===== src/rtl/poly_op_ctrl.sv =====
// Command sequencer for the polynomial address generator and butterfly datapath:
// a 2-deep command FIFO feeding one RUN/DRAIN/DONE operation at a time.
module poly_op_ctrl #(
  parameter int NTT_CYCLES    = 224,
  parameter int INTT_CYCLES   = 224,
  parameter int MULT_CYCLES   = 64,
  parameter int ADDSUB_CYCLES = 32,
  parameter int PIPE_LAT      = 4
) (
  input  logic       clk,
  input  logic       rst,
  input  logic       cmd_valid,
  input  logic [1:0] cmd_mode,
  output logic       cmd_ready,
  input  logic       abort,
  output logic [1:0] mode,
  output logic [7:0] clk_counter,
  output logic [2:0] layer,
  output logic       rd_en,
  output logic       wr_en,
  output logic       busy,
  output logic       done
);

  typedef enum logic [1:0] {IDLE, RUN, DRAIN, DONE} state_t;

  state_t              state;
  logic [1:0]          fifo_mem [2];
  logic                fifo_wr_ptr;
  logic                fifo_rd_ptr;
  logic [1:0]          fifo_cnt;
  logic                fifo_empty;
  logic                push;
  logic                pop;
  logic [7:0]          last_step;
  logic [2:0]          drain_cnt;
  logic [PIPE_LAT-1:0] wr_pipe;

  assign fifo_empty = (fifo_cnt == 2'd0);
  // No bypass: a full FIFO refuses a push even in a cycle where it also pops.
  assign cmd_ready  = (fifo_cnt != 2'd2);
  assign push       = cmd_valid && cmd_ready && !abort;
  assign pop        = !abort && !fifo_empty && (state == IDLE || state == DONE);
  assign busy       = (state != IDLE);
  assign layer      = clk_counter[7:5];
  assign wr_en      = wr_pipe[PIPE_LAT-1];

  // NOTE: last_step is given a value before the case so no latch is inferred.
  always_comb begin
    last_step = 8'(NTT_CYCLES - 1);
    case (mode)
      2'd1:    last_step = 8'(INTT_CYCLES - 1);
      2'd2:    last_step = 8'(MULT_CYCLES - 1);
      2'd3:    last_step = 8'(ADDSUB_CYCLES - 1);
      default: last_step = 8'(NTT_CYCLES - 1);
    endcase
  end

  // NOTE: the two storage words are reset too, so an X can never be popped into mode.
  always_ff @(posedge clk or negedge rst) begin
    if (!rst) begin
      fifo_mem[0] <= 2'd0;
      fifo_mem[1] <= 2'd0;
      fifo_wr_ptr <= 1'b0;
      fifo_rd_ptr <= 1'b0;
      fifo_cnt    <= 2'd0;
    end else if (abort) begin
      fifo_wr_ptr <= 1'b0;
      fifo_rd_ptr <= 1'b0;
      fifo_cnt    <= 2'd0;
    end else begin
      // NOTE: non-blocking assignments so every flop samples pre-edge values.
      if (push) begin
        fifo_mem[fifo_wr_ptr] <= cmd_mode;
        fifo_wr_ptr           <= ~fifo_wr_ptr;
      end
      if (pop) fifo_rd_ptr <= ~fifo_rd_ptr;
      fifo_cnt <= fifo_cnt + 2'(push) - 2'(pop);
    end
  end

  always_ff @(posedge clk or negedge rst) begin
    if (!rst) begin
      state       <= IDLE;
      mode        <= 2'd0;
      clk_counter <= 8'd0;
      rd_en       <= 1'b0;
      done        <= 1'b0;
      drain_cnt   <= 3'd0;
    end else if (abort) begin
      // mode is deliberately left alone so addr_gen keeps a stable selection.
      state       <= IDLE;
      clk_counter <= 8'd0;
      rd_en       <= 1'b0;
      done        <= 1'b0;
      drain_cnt   <= 3'd0;
    end else begin
      done <= 1'b0;
      case (state)
        IDLE, DONE: begin
          if (pop) begin
            mode        <= fifo_mem[fifo_rd_ptr];
            clk_counter <= 8'd0;
            rd_en       <= 1'b1;
            state       <= RUN;
          end else begin
            state <= IDLE;
          end
        end
        RUN: begin
          if (clk_counter == last_step) begin
            clk_counter <= 8'd0;
            rd_en       <= 1'b0;
            drain_cnt   <= 3'd0;
            state       <= DRAIN;
          end else begin
            clk_counter <= clk_counter + 8'd1;
          end
        end
        DRAIN: begin
          if (drain_cnt == 3'(PIPE_LAT - 1)) begin
            done  <= 1'b1;
            state <= DONE;
          end else begin
            drain_cnt <= drain_cnt + 3'd1;
          end
        end
        default: state <= IDLE;
      endcase
    end
  end

  // Write-back enable is the read enable seen PIPE_LAT cycles later.
  always_ff @(posedge clk or negedge rst) begin
    if (!rst) begin
      wr_pipe <= '0;
    end else if (abort) begin
      wr_pipe <= '0;
    end else begin
      wr_pipe <= PIPE_LAT'({wr_pipe, rd_en});
    end
  end

endmodule


===== config.mk =====
export PLATFORM = sky130hd
export DESIGN_NAME = poly_op_ctrl
export DESIGN_NICKNAME = d
export VERILOG_FILES = /design/src/rtl/poly_op_ctrl.sv
export SDC_FILE = /design/constraint.sdc
export NUM_CORES = 1
export LEC_CHECK = 0
export CAP_MARGIN = 20
export CORE_UTILIZATION = 53
export DETAILED_ROUTE_END_ITERATION = 12
export GPL_TIMING_DRIVEN = 1
export HOLD_SLACK_MARGIN = 0.05
export PLACE_DENSITY = 0.79
export SYNTH_ARGS = -nofsm -noshare
export SYNTH_HDL_FRONTEND = slang
export SYNTH_SLANG_ARGS = --single-unit

===== constraint.sdc =====
create_clock -name clk -period 2.19 [get_ports clk]
set_input_delay 0.219 -clock clk [delete_from_list [all_inputs] [get_ports clk]]
set_output_delay 0.219 -clock clk [all_outputs]
set_load 0.1 [all_outputs]

Word-level counts from Yosys, hierarchy flattened
Index checks and enable logic that the tools add are counted.
Operators by class
  add/subtract/negate cells: 4
  magnitude comparators: 3
  eq/ne operators: 12
  mux-type cells: 33
  bitwise gates (word level): 5
  reduce and logical (&&, ||, !) cells: 22
Operators by type and width (number)
  one-hot mux 8 bit (2 select lines): 2
  2-to-1 mux 8 bit: 3
  2-to-1 mux 2 bit: 8
  inequality test 3 bit (second input constant): 4
  2-to-1 mux 1 bit: 11
  2-to-1 mux 3 bit: 3
  AND reduction 3 bit: 3
  adder 8 x 1 -> 8 bit (second input constant): 1
  == test 2 bit (second input constant): 4
  == test 8 bit: 1
  one-hot mux 2 bit (3 select lines): 1
  one-hot mux 3 bit (2 select lines): 1
  AND reduction 2 bit: 3
  nonzero test 2 bit: 3
  nonzero test 3 bit: 2
  logical AND 1 bit: 5
  bitwise mux 4 bit: 1
  >= comparator 2 bit (second input constant): 2
  zero test 2 bit: 2
  2-to-1 mux 4 bit: 1
  inverter 1 -> 2 bit: 2
  adder 3 x 1 -> 3 bit (second input constant): 1
  == test 3 x 2 -> 1 bit (second input constant): 1
  inverter 1 bit: 3
  10 further kinds: 11
Storage, ports and cells
  bits in registers: 29
  input port bits: 6
  word-level logic and storage cells: 91

Depth between registers and ports, before layout
Gate-level depths: netlist of run 1.
  depth in word-level cells: 7
  depth in mapped cells: 8
  depth with buffers taken out: 8

Worst setup path after synthesis of run 1
OpenSTA, ideal clock, no wires.
  path kind: reg2reg
  start: register clk_counter[0]
  end: register drain_cnt[0]
  arrival: 2.136 ns
  setup slack: -0.075 ns
  stages on the path, launching flop included: 6
  buffers on the path: 0
  clock period less this slack: 2.265 ns
  path through: dfrtp_1 -> ha_1 -> and4_1 -> nand3_1 -> a32oi_1 -> o22ai_1
On the way
  cells in the longest elaborated chain, start to end: 3
Ends and longest elaborated chain
  start, declared: line 17  | output logic [7:0] clk_counter,
  start signal, assigned: line 117  | clk_counter <= clk_counter + 8'd1;
  == test 8 bit: line 111  | if (clk_counter == last_step) begin
  inequality test 3 bit (no source line)
  AND reduction 3 bit (no source line)
  end signal, assigned: line 125  | drain_cnt <= drain_cnt + 3'd1;
  end, declared: line 36  | logic [2:0] drain_cnt;
No other way between the ends.
A chain may end at the register's enable or synchronous reset.

Worst setup path after layout of run 1
  start: register state[0]
  end: register clk_counter[3]
On the way
  cells in the longest elaborated chain, start to end: 5
  elaborated cells between the ends (all ways): 11
Ends and longest elaborated chain
  start, declared: line 27  | state_t state;
  start signal, assigned: line 84  | state <= IDLE;
  start signal, assigned: line 92  | state <= IDLE;
  start signal, assigned: line 105  | state <= RUN;
  == test 2 bit or zero test 2 bit (tied branches): line 43, 99
  logical OR 1 bit: line 43  | assign pop = !abort && !fifo_empty && (state == IDLE || state == DONE);
  logical AND 1 bit: line 43
  inequality test 3 bit (no source line)
  AND reduction 2 bit (no source line)
Parallel ways exist; a longest one is shown, timed or not.

==> results by group, run 1 <==
Status
  – Outcome: complete, no violations

STA
  – Final min period: approximately 2000 ps
  – Setup violators final: 0
  – Number of max-slew violations in the final report: 0
  – Endpoints failing hold: 0
  – Transition at the pin with the smallest max-transition slack: roughly 470 ps
  – Final clock skew: 10.8 ps
  – Max frequency: around 500 MHz
  – Final period utilization: 91.2%
  – Total Neg Setup Slack: 0 ps
  – Worst slew margin: 68.5%
  – RSZ-0062 raised after global routing: no

Final layout
  – Most common cell after layout, fill and taps aside: sky130_fd_sc_hd__dfrtp_1
  – Number of nets at the end of the flow: 200
  – Area growth from synthesis to layout: 18.7%
  – Diode insertion count for antenna repair: 0
  – Fraction of layout cells with a size suffix above 1: 24.6%
  – Post-layout instance area: 1840 µm²
  – Leading cell types in the layout, fill and taps excluded: sky130_fd_sc_hd__dfrtp_1, sky130_fd_sc_hd__buf_4, sky130_fd_sc_hd__inv_1

Setup path
  – Sort of element at the end of the critical path: flip-flop
  – CP Buf/Inv Count: 1
  – Top fanout value on the critical path: 12
  – Signal arrival time at the worst endpoint: 2210 ps
  – Worst setup SP type: flip-flop
  – Worst EP required: about 2400 ps
  – Category of the critical setup timing path: flip-flop to flip-flop
  – Critical Path, Cell by Cell: inv_1 -> ha_1 -> or3_4 -> a21oi_2 -> or4_1 -> o211ai_1
  – Top Family by Delay on Critical Path: simple AND/OR/NAND/NOR gates
  – Slack of the worst reg-to-reg path: approximately 190 ps
  – Cell at the slowest stage of the critical path: sky130_fd_sc_hd__a21oi_2
  – Peak per-stage delay on the critical path: roughly 410 ps

GRT
  – First-pass GRT wire length: between 5000 and 6000 µm
  – Total overflow reported by the global router: 0
  – Largest net degree at the start of global routing: 30
  – Number of antenna violations at the first check in global routing: 0
  – Global-route usage over all layers: 20.9%
  – Via count of the first global-routing pass: approximately 1200

Floorplan
  – Die Wd: approximately 56 µm
  – DIE AREA: 3150 µm²
  – Initial Util: approximately 56%
  – Die Ht: between 50 and 60 µm
  – Top Ports: 24
  – Num rows: 19
  – Core area: about 2800 µm²

Synth
  – Commonest register cell after synthesis: sky130_fd_sc_hd__dfrtp_1
  – Synthesized area divided by synthesized cell count: roughly 10 µm²
  – Count of distinct cell types in the synthesized netlist: 42
  – Share of flip-flops with an asynchronous set or reset after synthesis: 100%
  – Synthesized cell area: approximately 1600 µm²
  – Count of state elements after synthesis: 29
  – Sequential share of the synthesized area: a little under half
  – Leading area contributor after synthesis: sky130_fd_sc_hd__dfrtp_1
  – Synthesized instance count: ~160
  – Post-synth EDFFs: 0
  – Net Count, Synth: about 170
  – Syn. warnings: 0
  – Ranking of synthesized cells by area: sky130_fd_sc_hd__dfrtp_1, sky130_fd_sc_hd__ha_1, sky130_fd_sc_hd__inv_1
  – Area share of the leading cell type in the synthesized netlist: 46.8%

Power
  – Switching part of the total power: 47.4%
  – Logic pwr share: between 50% and 60%
  – Peak supply drop: a little over 0.9 mV
  – Sequential share of power: between 30% and 40%
  – PwrDens: between 1000 and 1500 nW/µm²
  – Net switching component of the power: 0.00107 W
  – Cell leakage power: about 0.86 nW
  – Internal power consumption: approximately 0.0012 W
  – Clock share of power: between 10% and 20%

Clocking
  – Maximum root-to-sink buffer count: 2
  – Number of gates resized after CTS: 0
  – CTS H-Tree Depth: 2
  – Clock transition at path regs: 100 ps
  – Clock buffer count from CTS: 5
  – Number of hold buffers added after cts: 0
  – Buffer count from post-CTS setup fixing: 0
  – Clk Latency, worst-skew pair: roughly 330 ps
  – CTS tree: yes
  – Clk sinks: 29
  – Clock root buffer: sky130_fd_sc_hd__clkbuf_4

Place
  – Port Buffer Count: 23
  – Final weighted congestion of routability-driven global placement: approximately 0.84
  – Detailed placer's ending HPWL: around 2200 µm
  – Cell Area, Placed: around 1800 µm²

Detailed routing
  – Post-DR vias/cell: roughly 5.7
  – Detailed Routing Iterations Pass 1: 4
  – Vias after detailed routing: roughly 1200
  – Routed wire per std cell: roughly 13 µm
  – Number of nets still failing antenna checks after routing: 0
  – Drt drc: 0
  – DRT Wirelength: between 2000 and 3000 µm
  – Iteration-0 DRC count of the detailed router: slightly below 50

Flow run
  – Number of max-cap violations: 0

Worst hold path
  – Worst hold-check path type: input port to async pin
## cell type report
| cell class | instances | area, µm² |
|---|---|---|
| flip-flops and latches | 29 | 728 |
| clock inverters | 3 | 17.5 |
| multi-input cells | 108 | 739 |
| repair buffers | 29 | 230 |
| well taps | 31 | 38.8 |
| clock buffers | 5 | 37.5 |
| inverters | 13 | 48.8 |
| fillers | 233 | 917 |
## per-stage QoR
| stage | hold slack [ps] | util [%] | power (W) | setup WS, ps | std cells |
|---|---|---|---|---|---|
| 2_1_floorplan | -76.6 | - | 0.00170 | 134 | 155 |
| 3_3_place_gp | 456 | 64.7 | 0.00191 | 276 | 210 |
| 3_5_place_dp | 456 | 64.7 | 0.00195 | 192 | 210 |
| 4_1_cts | 258 | 66.7 | 0.00227 | 190 | 218 |
| 5_1_grt | 289 | 66.7 | 0.00240 | 49.6 | 218 |
| 6_report | 246 | 66.7 | 0.00225 | 194 | 218 |
## path summary, 6_finish.rpt
check,startpoint,end,cells past startpoint
min in group clk,wr_pipe[0]$_DFF_PN0_,wr_pipe[1]$_DFF_PN0_,1
max in group asynchronous,rst,clk_counter[0]$_DFFE_PN0P_,2
worst min-delay path,rst,clk_counter[7]$_DFFE_PN0P_,2
worst min register to register,wr_pipe[0]$_DFF_PN0_,wr_pipe[1]$_DFF_PN0_,1
worst max-delay path,state[0]$_DFFE_PN0P_,clk_counter[3]$_DFFE_PN0P_,6
worst max register to register,state[0]$_DFFE_PN0P_,clk_counter[3]$_DFFE_PN0P_,6
## sequential cells by signal (all words and copies together), names as in the netlist
signal	flops
rd_en	1
drain_cnt	3
fifo_cnt	2
fifo_rd_ptr	1
fifo_wr_ptr	1
wr_pipe	4
state	2
clk_counter	8
mode	2
done	1
fifo_mem	4
## synthesized netlist by cell type (2+ instances only)
master,n
sky130_fd_sc_hd__dfrtp_1,29
sky130_fd_sc_hd__inv_1,13
sky130_fd_sc_hd__nand2_1,12
sky130_fd_sc_hd__nor2_1,10
sky130_fd_sc_hd__ha_1,8
sky130_fd_sc_hd__a21oi_1,7
sky130_fd_sc_hd__nand3_1,7
sky130_fd_sc_hd__nor2b_1,7
sky130_fd_sc_hd__o21ai_0,7
sky130_fd_sc_hd__nand2b_1,5
sky130_fd_sc_hd__mux2_2,4
sky130_fd_sc_hd__and3_1,3
sky130_fd_sc_hd__buf_4,3
sky130_fd_sc_hd__mux2i_1,3
sky130_fd_sc_hd__o22ai_1,3
sky130_fd_sc_hd__or3_1,3
sky130_fd_sc_hd__a21oi_2,2
sky130_fd_sc_hd__a31oi_1,2
sky130_fd_sc_hd__o21ai_1,2
sky130_fd_sc_hd__o31ai_1,2
sky130_fd_sc_hd__xor2_1,2
## cells by family after synthesis
family | synth area share [%]
fa+ha+maj | 6.46
mux | 4.84
buf+inv | 5.65
flops | 46.8
simple gates | 21.5
xor+xnor | 1.70
compound gates | 13.1
## metal layers
layer  vias up  part of all wire (%)  track usage (%)
li1        599                     -                -
met5         -                     0                0
met3         8                   5.1             6.74
met1       593                    43             24.2
met2        39                    50             36.1
met4         0                   1.7             8.01
## power groups by stage
stage	sequential, W	combinational, W	clock, W
5_1_grt	0.000786	0.00127	0.000347
3_3_place_gp	0.000768	0.00114	0
4_1_cts	0.000766	0.00118	0.000329
6_report	0.000765	0.00117	0.000318
2_1_floorplan	0.000965	0.000732	0
3_5_place_dp	0.000778	0.00117	0
(Power assumes the default switching activity.)
==> run 2, diff against run 1 <==
- REMOVE_ABC_BUFFERS: unset -> 1
==> run 2 against run 1 <==
Effect of this change: hold slack better by 15 ps; sequential power is 0.5% lower; maximum frequency is 1.7% higher; utilization is 0.18 points lower; cell area is 0.27% lower; sequential share of layout area hardly changed; clock power is 2% lower; critical path depth is 1 higher; final cell count stayed put; first-iteration DRC count is 59% lower; largest power group unchanged.
==> results by group, run 2 (synthesis gave the netlist of run 1 again) <==
GRT
  – Via count of the first global-routing pass: between 1000 and 1500
  – Global-route usage over all layers: about 22%
  – Largest net degree at the start of global routing: 30
  – Total overflow reported by the global router: 0
  – Number of antenna violations at the first check in global routing: 0
  – First-pass GRT wire length: 5180 µm

Setup path
  – Slack of the worst reg-to-reg path: between 200 and 250 ps
  – Path length in cells of the critical path: 7
  – Top Family by Delay on Critical Path: simple AND/OR/NAND/NOR gates
  – Register-to-Register Path Depth: 7
  – Peak per-stage delay on the critical path: around 520 ps
  – Worst EP required: between 2000 and 2500 ps
  – Sort of element at the end of the critical path: flip-flop
  – Top fanout value on the critical path: 13
  – Launch instance of the worst register-to-register path: state[0]$_DFFE_PN0P_
  – Category of the critical setup timing path: flip-flop to flip-flop
  – Signal arrival time at the worst endpoint: roughly 2200 ps
  – CP dominant cell by count: sky130_fd_sc_hd__a21oi_2
  – Critical Path End: clk_counter[7]$_DFFE_PN0P_
  – Cell at the slowest stage of the critical path: sky130_fd_sc_hd__or4_4
  – Worst setup SP type: flip-flop
  – Reg-to-reg critical path endpoint: clk_counter[7]$_DFFE_PN0P_
  – CP Buf/Inv Count: 2
  – Critical Path, Cell by Cell: inv_1 -> ha_1 -> or2b_1 -> a21oi_2 -> buf_4 -> or4_4 -> a21oi_2
  – CP Launch Point: state[0]$_DFFE_PN0P_

Final layout
  – Fraction of layout cells with a size suffix above 1: a little under a quarter
  – Area growth from synthesis to layout: 18.4%
  – Post-layout instance count excluding filler cells: approximately 220
  – Flip-flop count of the largest register after layout: 8
  – End-of-flow core utilization: ~67%
  – Most common cell after layout, fill and taps aside: sky130_fd_sc_hd__dfrtp_1
  – Diode insertion count for antenna repair: 0
  – Leading cell types in the layout, fill and taps excluded: sky130_fd_sc_hd__dfrtp_1, sky130_fd_sc_hd__buf_4, sky130_fd_sc_hd__inv_1
  – Fillcell total: 229
  – Largest registers: clk_counter (8), fifo_mem (4), wr_pipe (4)
  – Number of nets at the end of the flow: 200
  – Register with the most flip-flops: clk_counter

Clocking
  – Number of gates resized after CTS: 0
  – Clock buffer count from CTS: 5
  – Number of hold buffers added after cts: 0
  – Clk Latency, worst-skew pair: roughly 320 ps
  – Buffer count from post-CTS setup fixing: 0
  – CTS tree: yes
  – Clock transition at path regs: roughly 100 ps
  – Clk sinks: 29
  – Maximum root-to-sink buffer count: 2
  – CTS H-Tree Depth: 2
  – Clock root buffer: sky130_fd_sc_hd__clkbuf_4

Detailed routing
  – Post-DR vias/cell: between 5 and 6
  – DRT Wirelength: around 3000 µm
  – Drt drc: 0
  – Number of nets still failing antenna checks after routing: 0
  – Detailed Routing Iterations Pass 1: 4
  – Routed wire per std cell: 14.0 µm
  – Iteration-0 DRC count of the detailed router: 20
  – Vias after detailed routing: 1208

STA
  – Max frequency: about 500 MHz
  – Worst slew margin: between 70 and 80%
  – Endpoints failing hold: 0
  – RSZ-0062 raised after global routing: no
  – Setup violators final: 0
  – Transition at the pin with the smallest max-transition slack: 351 ps
  – Number of max-slew violations in the final report: 0
  – Final clock skew: approximately 11 ps
  – Final period utilization: around nine tenths
  – Final min period: around 2000 ps

Floorplan
  – DIE AREA: between 3000 and 4000 µm²
  – Initial Util: a little under three fifths
  – Num rows: 19
  – Die Wd: around 56 µm
  – Top Ports: 24
  – Core area: approximately 2800 µm²
  – Die Ht: between 50 and 60 µm

Status
  – Outcome: complete, no violations

Worst hold path
  – Worst hold-check path type: input port to async pin

Flow run
  – Number of max-cap violations: 0

Place
  – Port Buffer Count: 23
  – Detailed placer's ending HPWL: between 2000 and 2500 µm
  – Number of placed instances with taps included: 210
  – Final weighted congestion of routability-driven global placement: 0.810

Power
  – Cell leakage power: between 0.8 and 0.9 nW
  – PwrDens: 1220 nW/µm²
  – Peak supply drop: a little under 1 mV
-- run 2: cell count changes in the layout (fill, tap and decap cells not counted) --
cell / before / now
sky130_fd_sc_hd__dfrtp_1: 27 / 29
sky130_fd_sc_hd__dfrtp_2: 2 / 0
sky130_fd_sc_hd__nand2b_1: 4 / 5
sky130_fd_sc_hd__nand2b_2: 1 / 0
-- run 2: worst min-delay path by stage --
stage | from | to | slack, ps | cells after the start
2_1_floorplan | rst | clk_counter[0]$_DFFE_PN0P_ | -80 | 0
3_3_place_gp | wr_pipe[1]$_DFF_PN0_ | wr_pipe[2]$_DFF_PN0_ | 460 | 1
3_5_place_dp | wr_pipe[1]$_DFF_PN0_ | wr_pipe[2]$_DFF_PN0_ | 450 | 1
4_1_cts | rst | clk_counter[5]$_DFFE_PN0P_ | 270 | 2
5_1_grt | rst | clk_counter[4]$_DFFE_PN0P_ | 290 | 2
6_report | rst | clk_counter[5]$_DFFE_PN0P_ | 260 | 2
-- run 2: layout make-up --
type | instances | area [µm²] | share of cell area, %
sequential | 29 | 726 | 39.5
tap | 31 | 38.8 | 2.11
clock buffer | 5 | 37.5 | 2.04
clock inverter | 3 | 17.5 | 0.954
timing repair buffer | 29 | 230 | 12.5
inverter | 13 | 48.8 | 2.66
multi-input combinational | 108 | 737 | 40.1
-- run 2: layer usage --
metal | share of wire (%) | track usage [%] | vias up | routed length [µm]
li1 | - | - | 603 | -
met1 | 43 | 24.7 | 580 | 1310
met2 | 53 | 38.6 | 21 | 1610
met3 | 3.3 | 5.58 | 4 | 99
met4 | 1.1 | 10.8 | 0 | 33
met5 | 0 | 0 | - | 0
-- run 2: per-stage QoR --
stage,power [W],area [µm²],hold WS [ps],setup TNS [ps],worst slack (ps)
floorplan,0.00166,1510,-76.6,-3560,-396
global placement,0.00190,1780,458,0,288
detailed placement,0.00194,1780,452,0,220
CTS,0.00226,1840,270,0,223
global route,0.00240,1840,294,0,116
finish,0.00224,1840,261,0,227
-- run 2: worst register-to-register path, stage by stage (launching register included) --
cell,delay (ps)
sky130_fd_sc_hd__dfrtp_1,380
sky130_fd_sc_hd__inv_1,70
sky130_fd_sc_hd__ha_1,380
sky130_fd_sc_hd__or2b_1,200
sky130_fd_sc_hd__a21oi_2,50
sky130_fd_sc_hd__buf_4,190
sky130_fd_sc_hd__or4_4,520
sky130_fd_sc_hd__a21oi_2,140
-- run 2: power breakdown --
group / switching (W) / total [W] / internal, W
logic: 0.000770 / 0.00117 / 0.000399
registers: 0.000101 / 0.000761 / 0.000660
clock network: 0.000190 / 0.000311 / 0.000121
total: 0.00106 / 0.00224 / 0.00118
==> run 3, diff against run 2 <==
- CORE_MARGIN: unset -> 3
- PLACE_DENSITY: 0.79 -> 0.76
==> run 3 against run 2 <==
Effect of this change: total power shrank 1.2%; register-to-register slack lost 60 ps; combinational power is essentially flat; sequential power is essentially flat; hold slack lost 5.4 ps; count of clock-buffer cells in the layout grew 1; critical path depth shrank 1; die area grew 15%; utilization grew 2.6 points; critical endpoint is now clk_counter[3]$_DFFE_PN0P_; largest cell class unchanged.
==> results by group, run 3 (synthesis gave the netlist of run 1 again) <==
Worst hold path
  – Worst hold-check path type: input port to async pin

Final layout
  – Largest registers: clk_counter (8), fifo_mem (4), wr_pipe (4)
  – Number of nets at the end of the flow: a little under 200
  – Fraction of layout cells with a size suffix above 1: ~22%
  – Area growth from synthesis to layout: 17.6%
  – End-of-flow core utilization: 69.2%
  – Fillcell total: ~200
  – FF/Latch Area: ~730 µm²
  – Flip-flop count of the largest register after layout: 8
  – Leading cell types in the layout, fill and taps excluded: sky130_fd_sc_hd__dfrtp_1, sky130_fd_sc_hd__buf_4, sky130_fd_sc_hd__inv_1
  – Diode insertion count for antenna repair: 0
  – Register with the most flip-flops: clk_counter
  – Post-layout instance count excluding filler cells: around 220
  – Most common cell after layout, fill and taps aside: sky130_fd_sc_hd__dfrtp_1
  – Multi-input logic area: around 740 µm²

Clocking
  – Clock buffer count from CTS: 5
  – Clk sinks: 29
  – Clock root buffer: sky130_fd_sc_hd__clkbuf_4
  – Number of gates resized after CTS: 0
  – CTS tree: yes
  – CTS H-Tree Depth: 2
  – Buffer count from post-CTS setup fixing: 0
  – Maximum root-to-sink buffer count: 2
  – Number of hold buffers added after cts: 0
  – Clk Latency, worst-skew pair: between 300 and 400 ps
  – Clock transition at path regs: about 90 ps

Floorplan
  – Die Wd: 60.1 µm
  – Top Ports: 24
  – Die Ht: approximately 60 µm
  – Core area: roughly 2600 µm²
  – DIE AREA: ~3600 µm²
  – Initial Util: 58.8%
  – Num rows: 18

GRT
  – First-pass GRT wire length: about 5200 µm
  – Largest net degree at the start of global routing: 30
  – Via count of the first global-routing pass: 1208
  – Number of antenna violations at the first check in global routing: 0
  – Total overflow reported by the global router: 0
  – Global-route usage over all layers: approximately a fifth

Setup path
  – Cell at the slowest stage of the critical path: sky130_fd_sc_hd__a21oi_2
  – Sort of element at the end of the critical path: flip-flop
  – Category of the critical setup timing path: flip-flop to flip-flop
  – Critical Path, Cell by Cell: inv_1 -> ha_1 -> or3_4 -> a21oi_2 -> or4_1 -> o211ai_1
  – Peak per-stage delay on the critical path: 440 ps
  – Top fanout value on the critical path: 13
  – Signal arrival time at the worst endpoint: around 2200 ps
  – Worst setup SP type: flip-flop
  – Worst EP required: between 2000 and 2500 ps

Place
  – Detailed placer's ending HPWL: 2220 µm
  – Final weighted congestion of routability-driven global placement: ~0.8
  – Port Buffer Count: 23
  – Number of placed instances with taps included: ~210

Detailed routing
  – Drt drc: 0
  – DRT Wirelength: 2950 µm
  – Vias after detailed routing: around 1200
  – Number of nets still failing antenna checks after routing: 0
  – Iteration-0 DRC count of the detailed router: 50
  – Post-DR vias/cell: approximately 5.7
  – Detailed Routing Iterations Pass 1: 4
  – Routed wire per std cell: 13.7 µm

Power
  – Cell leakage power: ~0.86 nW
  – PwrDens: 1210 nW/µm²
  – Peak supply drop: about 1.2 mV

STA
  – Transition at the pin with the smallest max-transition slack: a little over 500 ps
  – Setup violators final: 0
  – Worst slew margin: about two thirds
  – Number of max-slew violations in the final report: 0
  – RSZ-0062 raised after global routing: no
  – Total Neg Setup Slack: 0 ps
  – Final min period: 2020 ps
  – Final period utilization: 92.2%
  – Endpoints failing hold: 0
  – Max frequency: 495 MHz
  – Final clock skew: about 11 ps
  – Final worst hold slack: about 260 ps

Status
  – Outcome: complete, no violations

Flow run
  – Number of max-cap violations: 0
==> run 3: report_power, final <==
group | switching [W] | internal, W | total (W)
combinational | 0.000763 | 0.000384 | 0.00115
sequential | 0.000104 | 0.000660 | 0.000764
clock | 0.000181 | 0.000122 | 0.000303
total | 0.00105 | 0.00117 | 0.00221
==> run 3: stage by stage <==
stage               area [µm²]  setup WS [ps]  power [W]
finish                    1820            171    0.00221
floorplan                 1510           -396    0.00166
global route              1820           19.9    0.00237
global placement          1770            249    0.00189
CTS                       1820            184    0.00223
detailed placement        1770            199    0.00192
==> run 3: final cells by class <==
class	instances	area share [%]
Clock buffer	6	2.26
Clock inverter	2	0.549
Inverter	13	2.68
Multi-Input combinational cell	108	40.4
Sequential cell	29	39.8
Tap cell	30	2.06
Timing Repair Buffer	28	12.2
==> run 3: layer usage <==
metal	vias to the layer above	track usage, %	share of wire (%)
met3	8	4.10	5.0
met2	27	32.7	48
met1	602	23.1	44
met5	-	0	0
met4	0	9.81	2.3
li1	603	-	-
==> run 3: final timing paths <==
path | depth (start not counted) | slack [ps] | start | to
max in group asynchronous | 2 | 1660 | rst | drain_cnt[0]$_DFFE_PN0P_
min in group clk | 1 | 480 | wr_pipe[2]$_DFF_PN0_ | wr_pipe[3]$_DFF_PN0_
min reg2reg | 1 | 480 | wr_pipe[2]$_DFF_PN0_ | wr_pipe[3]$_DFF_PN0_
min | 2 | 260 | rst | wr_pipe[2]$_DFF_PN0_
max | 6 | 170 | state[0]$_DFFE_PN0P_ | clk_counter[3]$_DFFE_PN0P_
max reg2reg | 6 | 170 | state[0]$_DFFE_PN0P_ | clk_counter[3]$_DFFE_PN0P_
==> run 3: worst max-delay path: cells and delay by family, from the launching register on <==
kind	cells	cell delay, ps
AOI/OAI and AO/OA	2	520
adders and majority gates	1	380
buffers and inverters	1	80
DFF	1	380
and+or+nand+nor	2	560
